$ cat src/rtl/muldiv_unit.sv
// Iterative RV32M multiply/divide unit: radix-2 shift-add multiply, restoring divide.
// Optional build macro MULDIV_FAST_ZERO_EN lets zero operands skip the CALC phase.
module muldiv_unit #(
  parameter int N = 32
) (
  input  logic         clock,
  input  logic         reset,
  input  logic         start,
  input  logic         flush,
  input  logic [2:0]   op,
  input  logic [N-1:0] inA,
  input  logic [N-1:0] inB,
  output logic         busy,
  output logic         done,
  output logic [N-1:0] out
);

  typedef enum logic [1:0] {
    S_IDLE,
    S_PREP,
    S_CALC,
    S_FIX
  } state_t;

  localparam logic [2:0] OP_MUL    = 3'b000;
  localparam logic [2:0] OP_MULH   = 3'b001;
  localparam logic [2:0] OP_MULHSU = 3'b010;
  localparam logic [2:0] OP_MULHU  = 3'b011;
  localparam logic [2:0] OP_DIV    = 3'b100;
  localparam logic [2:0] OP_DIVU   = 3'b101;
  localparam logic [2:0] OP_REM    = 3'b110;
  localparam logic [2:0] OP_REMU   = 3'b111;

  state_t           r_state;
  state_t           w_next;
  logic [2:0]       r_op;
  logic [N-1:0]     r_a;
  logic [N-1:0]     r_b;
  logic [N-1:0]     r_d;
  logic [2*N-1:0]   r_acc;
  logic [4:0]       r_cnt;
  logic             r_neg_q;
  logic             r_neg_r;
  logic [N-1:0]     r_out;
  logic             r_done;

  logic             w_a_signed;
  logic             w_b_signed;
  logic             w_sign_a;
  logic             w_sign_b;
  logic [N-1:0]     w_mag_a;
  logic [N-1:0]     w_mag_b;
  logic             w_fast_zero;
  logic [N:0]       w_mul_sum;
  logic [N:0]       w_div_diff;
  logic [2*N-1:0]   w_acc_next;
  logic [2*N-1:0]   w_prod;
  logic [N-1:0]     w_quot;
  logic [N-1:0]     w_rem;
  logic             w_div_zero;
  logic             w_ovf;
  logic [N-1:0]     w_result;

  // Operand signedness follows funct3: MULH/DIV/REM sign both, MULHSU signs only A.
  assign w_a_signed = (r_op == OP_MULH) || (r_op == OP_MULHSU) ||
                      (r_op == OP_DIV)  || (r_op == OP_REM);
  assign w_b_signed = (r_op == OP_MULH) || (r_op == OP_DIV) || (r_op == OP_REM);
  assign w_sign_a   = w_a_signed & r_a[N-1];
  assign w_sign_b   = w_b_signed & r_b[N-1];
  assign w_mag_a    = w_sign_a ? -r_a : r_a;
  assign w_mag_b    = w_sign_b ? -r_b : r_b;

`ifdef MULDIV_FAST_ZERO_EN
  assign w_fast_zero = r_op[2] ? (r_b == '0) : ((r_a == '0) || (r_b == '0));
`else
  assign w_fast_zero = 1'b0;
`endif

  // Multiply keeps the multiplier in the low half; divide keeps remainder:quotient.
  assign w_mul_sum  = {1'b0, r_acc[2*N-1:N]} + (r_acc[0] ? {1'b0, r_d} : '0);
  assign w_div_diff = r_acc[2*N-1:N-1] - {1'b0, r_d};
  assign w_acc_next = !r_op[2]       ? {w_mul_sum, r_acc[N-1:1]} :
                      !w_div_diff[N] ? {w_div_diff[N-1:0], r_acc[N-2:0], 1'b1} :
                                       {r_acc[2*N-2:0], 1'b0};

  assign w_prod     = r_neg_q ? -r_acc : r_acc;
  assign w_quot     = r_neg_q ? -r_acc[N-1:0] : r_acc[N-1:0];
  assign w_rem      = r_neg_r ? -r_acc[2*N-1:N] : r_acc[2*N-1:N];
  assign w_div_zero = (r_b == '0);
  assign w_ovf      = (r_a == {1'b1, {(N-1){1'b0}}}) && (r_b == '1);

  always_comb begin
    w_result = '0;
    case (r_op)
      OP_MUL:                      w_result = w_prod[N-1:0];
      OP_MULH, OP_MULHSU, OP_MULHU: w_result = w_prod[2*N-1:N];
      OP_DIV:  w_result = w_div_zero ? '1  : w_ovf ? {1'b1, {(N-1){1'b0}}} : w_quot;
      OP_DIVU: w_result = w_div_zero ? '1  : w_quot;
      OP_REM:  w_result = w_div_zero ? r_a : w_ovf ? '0 : w_rem;
      OP_REMU: w_result = w_div_zero ? r_a : w_rem;
      default: w_result = '0;
    endcase
  end

  // NOTE: every always_comb output gets a default first so no path leaves it unassigned (no latch).
  always_comb begin
    w_next = r_state;
    case (r_state)
      S_IDLE: if (start) w_next = S_PREP;
      S_PREP: w_next = w_fast_zero ? S_FIX : S_CALC;
      S_CALC: if (r_cnt == 5'd31) w_next = S_FIX;
      S_FIX:  w_next = S_IDLE;
      default: w_next = S_IDLE;
    endcase
    if (flush) w_next = S_IDLE;
  end

  // NOTE: sequential state uses non-blocking assignments so every register samples pre-edge values.
  always_ff @(posedge clock or negedge reset) begin
    if (!reset) r_state <= S_IDLE;
    else        r_state <= w_next;
  end

  always_ff @(posedge clock or negedge reset) begin
    if (!reset) begin
      r_op    <= '0;
      r_a     <= '0;
      r_b     <= '0;
      r_d     <= '0;
      r_acc   <= '0;
      r_cnt   <= '0;
      r_neg_q <= 1'b0;
      r_neg_r <= 1'b0;
      r_out   <= '0;
      r_done  <= 1'b0;
    end else begin
      r_done <= 1'b0;
      if (!flush) begin
        case (r_state)
          S_IDLE: begin
            if (start) begin
              r_op <= op;
              r_a  <= inA;
              r_b  <= inB;
            end
          end
          S_PREP: begin
            r_neg_q <= w_sign_a ^ w_sign_b;
            r_neg_r <= w_sign_a;
            r_cnt   <= '0;
            if (r_op[2]) begin
              r_d   <= w_mag_b;
              r_acc <= {{N{1'b0}}, w_mag_a};
            end else begin
              r_d   <= w_mag_a;
              r_acc <= w_fast_zero ? '0 : {{N{1'b0}}, w_mag_b};
            end
          end
          S_CALC: begin
            r_cnt <= r_cnt + 5'd1;
            r_acc <= w_acc_next;
          end
          S_FIX: begin
            r_out  <= w_result;
            r_done <= 1'b1;
          end
          default: ;
        endcase
      end
    end
  end

  assign busy = (r_state != S_IDLE);
  assign done = r_done;
  assign out  = r_out;

endmodule

$ cat config.mk
export PLATFORM = sky130hd
export DESIGN_NAME = muldiv_unit
export DESIGN_NICKNAME = d
export VERILOG_FILES = /design/src/rtl/muldiv_unit.sv
export SDC_FILE = /design/constraint.sdc
export NUM_CORES = 1
export LEC_CHECK = 0
export BUFFER_PORTS_ARGS = -buffer_cell sky130_fd_sc_hd__buf_2
export CAP_MARGIN = 25
export CORE_UTILIZATION = 46
export DETAILED_ROUTE_END_ITERATION = 10
export SYNTH_ARGS = -nofsm -noshare
export SYNTH_HDL_FRONTEND = slang
export SYNTH_SLANG_ARGS = --single-unit
$ cat constraint.sdc
create_clock -name clock -period 4.3 [get_ports clock]
set_input_delay 0.86 -clock clock [delete_from_list [all_inputs] [get_ports clock]]
set_output_delay 0.86 -clock clock [all_outputs]
set_load 0.05 [all_outputs]
==> qor.txt <==
Final Hold Fails -> 0
# diodes -> 0
num ports -> 105
status -> finished, final reports clean
Arrival @ worst endpoint -> 4.49 ns
DRC -> 0
first-pass GRT wire length -> 102700 um
antenna violations before repair -> 0
CP Max Fanout -> 10
Yosys cell types -> 77
Setup Skew -> 0.02361 ns
WS Path Type -> reg -> reg
global placer's final weighted congestion -> 0.9767
DIE AREA -> 38670 um2
Crit. End Element -> flip-flop
DR iter-0 viols -> 1586
period utilization -> 0.9424
total gr overflow -> 0
Area Overhead vs Synth -> 12.69%
Post-CTS Hold Fix Bufs -> 0
cell leakage power -> 8.630 nW
Routed Wire Length -> 67970 um
Slew HR -> 0.2687
Clock Sinks -> 205
Final Max Slew Viols -> 0
PwrDens -> 853.6 nW/um2
total core area -> 36960 um2
Vias -> 16.99k
CP required -> 4.74 ns
FF-to-FF path depth -> 13
CTS tree -> done
port bufs -> 104
Clk pin slew, worst setup/hold paths -> 0.06 ns
Seq/Total Area, Yosys -> 0.2944
H-tree depth -> 1
Post-synth EDFFs -> 0
syn nets -> 2258
Detail Route Antenna Nets -> 0
RSZ-0062 raised after global routing -> false
Reg-to-Reg Start -> r_b[0]$_DFFE_PN0P_
min cycle time layout -> 4.052 ns
Pre-antenna DRT Iters -> 6
detailed placement HPWL -> 53280 um
Final setup viols -> 0
CTS max path bufs -> 3
CTS Buf Count -> 26
Synth Warn # -> 0
main flop type after synthesis -> dfrtp_1
Initial Utilization -> 0.4715
clk_lat worst skew -> 0.58 ns
post-synthesis async set-or-reset flop share -> 1.000
post-CTS setup buffer count -> 0
maxcap violations -> 0
R2R setup slack -> 0.25 ns
Setup crit start kind -> flip-flop
vias in the first global route -> 16.22k
final worst-path setup slack -> 0.2477 ns
Mapped Area -> 17430 um2
DP Worst Slack -> 0.3336 ns
Cells after Synth -> 2109
# nets final -> 2328
Hold Path Class -> in -> async
post-CTS sizing -> 0
Avg Cell Area, Syn -> 8.263 um2
CTS root buf -> clkbuf_16
flop and latch count out of synthesis -> 205
per-cell routed wire length -> 25.15 um
actual slew at the worst max-slew pin -> 1.093 ns
DR vias/cell -> 6.289
Die Width -> 196.6 um
largest net degree at the start of global routing -> 84
fmax -> 246.8 MHz
FF-to-FF End -> out[2]$_DFFE_PN0P_
total negative setup slack -> 0 ns
Std-Cell Rows -> 70
GRT Util Overall -> 0.3532
share of cells above drive strength 1 -> 0.1601
Die Height -> 196.6 um
Peak VDD IR -> 0.4706 mV
==> through the flow <==
step | cell area (um2) | power, mW | instances | util | hold WS, ns
after floorplan | 17430 | 10.39 | 2109 | - | 0.4387
after global placement | 18660 | 13.93 | 2654 | 0.5050 | 0.4526
after detailed placement | 18690 | 14.03 | 2655 | 0.5057 | 0.4524
after CTS | 19640 | 16.52 | 2702 | 0.5313 | 0.3529
after global routing | 19640 | 17.61 | 2702 | 0.5313 | 0.3961
final | 19640 | 16.76 | 2702 | 0.5313 | 0.3394
==> area by class of cell <==
type	instances	area, um2
inverters	69	259.0
clock inverters	18	284.0
flip-flops and latches	205	5135
fillers	3628	17320
multi-input cells	1701	11540
clock buffers	29	661.9
repair buffers	176	1127
well taps	504	630.6
==> critical path: stages (launching register included) <==
cell and delay (ns):
dfrtp_1 0.49, inv_1 0.12, ha_1 0.17, or3b_1 0.39, nor3_2 0.13, buf_4 0.17
nand4_1 0.09, buf_4 0.19, o311ai_0 0.66, nor2_1 0.47, a311oi_1 0.37, a31oi_1 0.06
o21ai_0 0.51, nand2_1 0.10
==> flip-flops by register name, summed over array words and instances, names as in the netlist <==
register	cells
done	1
r_a	32
r_neg_q	1
out	32
r_b	32
r_state	2
r_acc	64
r_neg_r	1
r_cnt	5
r_op	3
r_d	32
==> power breakdown <==
part	switching, mW	internal, mW	leakage [nW]	total (mW)
Sequential	1.26	2.73	2.57	3.99
Combinational	6.69	3.63	5.61	10.3
Clock	0.968	1.48	0.453	2.45
==> metal layers <==
metal,global-route usage,share of wire
met2,0.5405,0.44
met3,0.06400,0.080
met5,0,0
met4,0.1599,0.051
met1,0.4857,0.43
==> kinds of logic (layout without fill, tap and decap cells) <==
group | Yosys count | in the layout | synth area share
AOI/OAI and AO/OA | 603 | 603 | 0.2174
xor gates and xnor gates | 189 | 189 | 0.09499
adders and majority gates | 78 | 78 | 0.05686
buffers and inverters | 203 | 292 | 0.04437
DFF | 205 | 205 | 0.2944
muxes | 151 | 151 | 0.1055
and+or+nand+nor | 680 | 680 | 0.1865
==> layout by cell type (no fill, tap or decap), drive strengths merged, types with 25 or more instances in the layout <==
cell,synthesis,routed
nand4,29,29
buf,23,175
mux2i,61,61
mux2,71,71
nor2,163,163
o22ai,26,26
nand2,272,272
inv,67,68
clkbuf,111,30
o31ai,38,38
ha,76,76
o211ai,30,30
xnor2,97,97
xor2,92,92
dfrtp,205,205
o21ai,194,194
a21oi,125,125
nand3,27,27
or3,25,25
nand2b,29,29
nor3,37,37
==> cells in the mapped netlist, types with 17 or more instances <==
| master | n | area share |
|---|---|---|
| nand2b_1 | 29 | 0.010 |
| nor2_1 | 163 | 0.035 |
| mux2_2 | 71 | 0.046 |
| a21oi_1 | 125 | 0.036 |
| mux4_2 | 19 | 0.025 |
| o31ai_1 | 36 | 0.016 |
| a31oi_1 | 22 | 0.0079 |
| inv_1 | 66 | 0.014 |
| a211oi_1 | 24 | 0.010 |
| dfrtp_1 | 205 | 0.29 |
| o21ai_0 | 186 | 0.053 |
| xor2_1 | 92 | 0.046 |
| nand4_1 | 29 | 0.010 |
| clkbuf_1 | 110 | 0.024 |
| o211ai_1 | 30 | 0.013 |
| a21o_1 | 23 | 0.0099 |
| nand2_1 | 272 | 0.059 |
| or3_1 | 25 | 0.0090 |
| o22ai_1 | 26 | 0.0093 |
| buf_1 | 17 | 0.0037 |
| nor3_1 | 35 | 0.010 |
| nand3_1 | 27 | 0.0078 |
| ha_1 | 76 | 0.055 |
| xnor2_1 | 97 | 0.049 |
| a22oi_1 | 23 | 0.0099 |
| mux2i_1 | 61 | 0.035 |
==> how the worst max path moves through the flow <==
stage | slack [ns] | startpoint | cells after the start | to
global route | 0.13 | r_b[0]$_DFFE_PN0P_ | 13 | out[2]$_DFFE_PN0P_
finish | 0.25 | r_b[0]$_DFFE_PN0P_ | 13 | out[2]$_DFFE_PN0P_
detailed placement | 0.33 | r_b[0]$_DFFE_PN0P_ | 13 | out[2]$_DFFE_PN0P_
global placement | 0.32 | r_b[0]$_DFFE_PN0P_ | 13 | out[2]$_DFFE_PN0P_
floorplan | 1.03 | r_acc[31]$_DFFE_PN0P_ | 13 | r_acc[57]$_DFFE_PN0P_
CTS | 0.31 | r_b[0]$_DFFE_PN0P_ | 13 | out[2]$_DFFE_PN0P_
No activity file was read; power rests on OpenSTA's default activity.
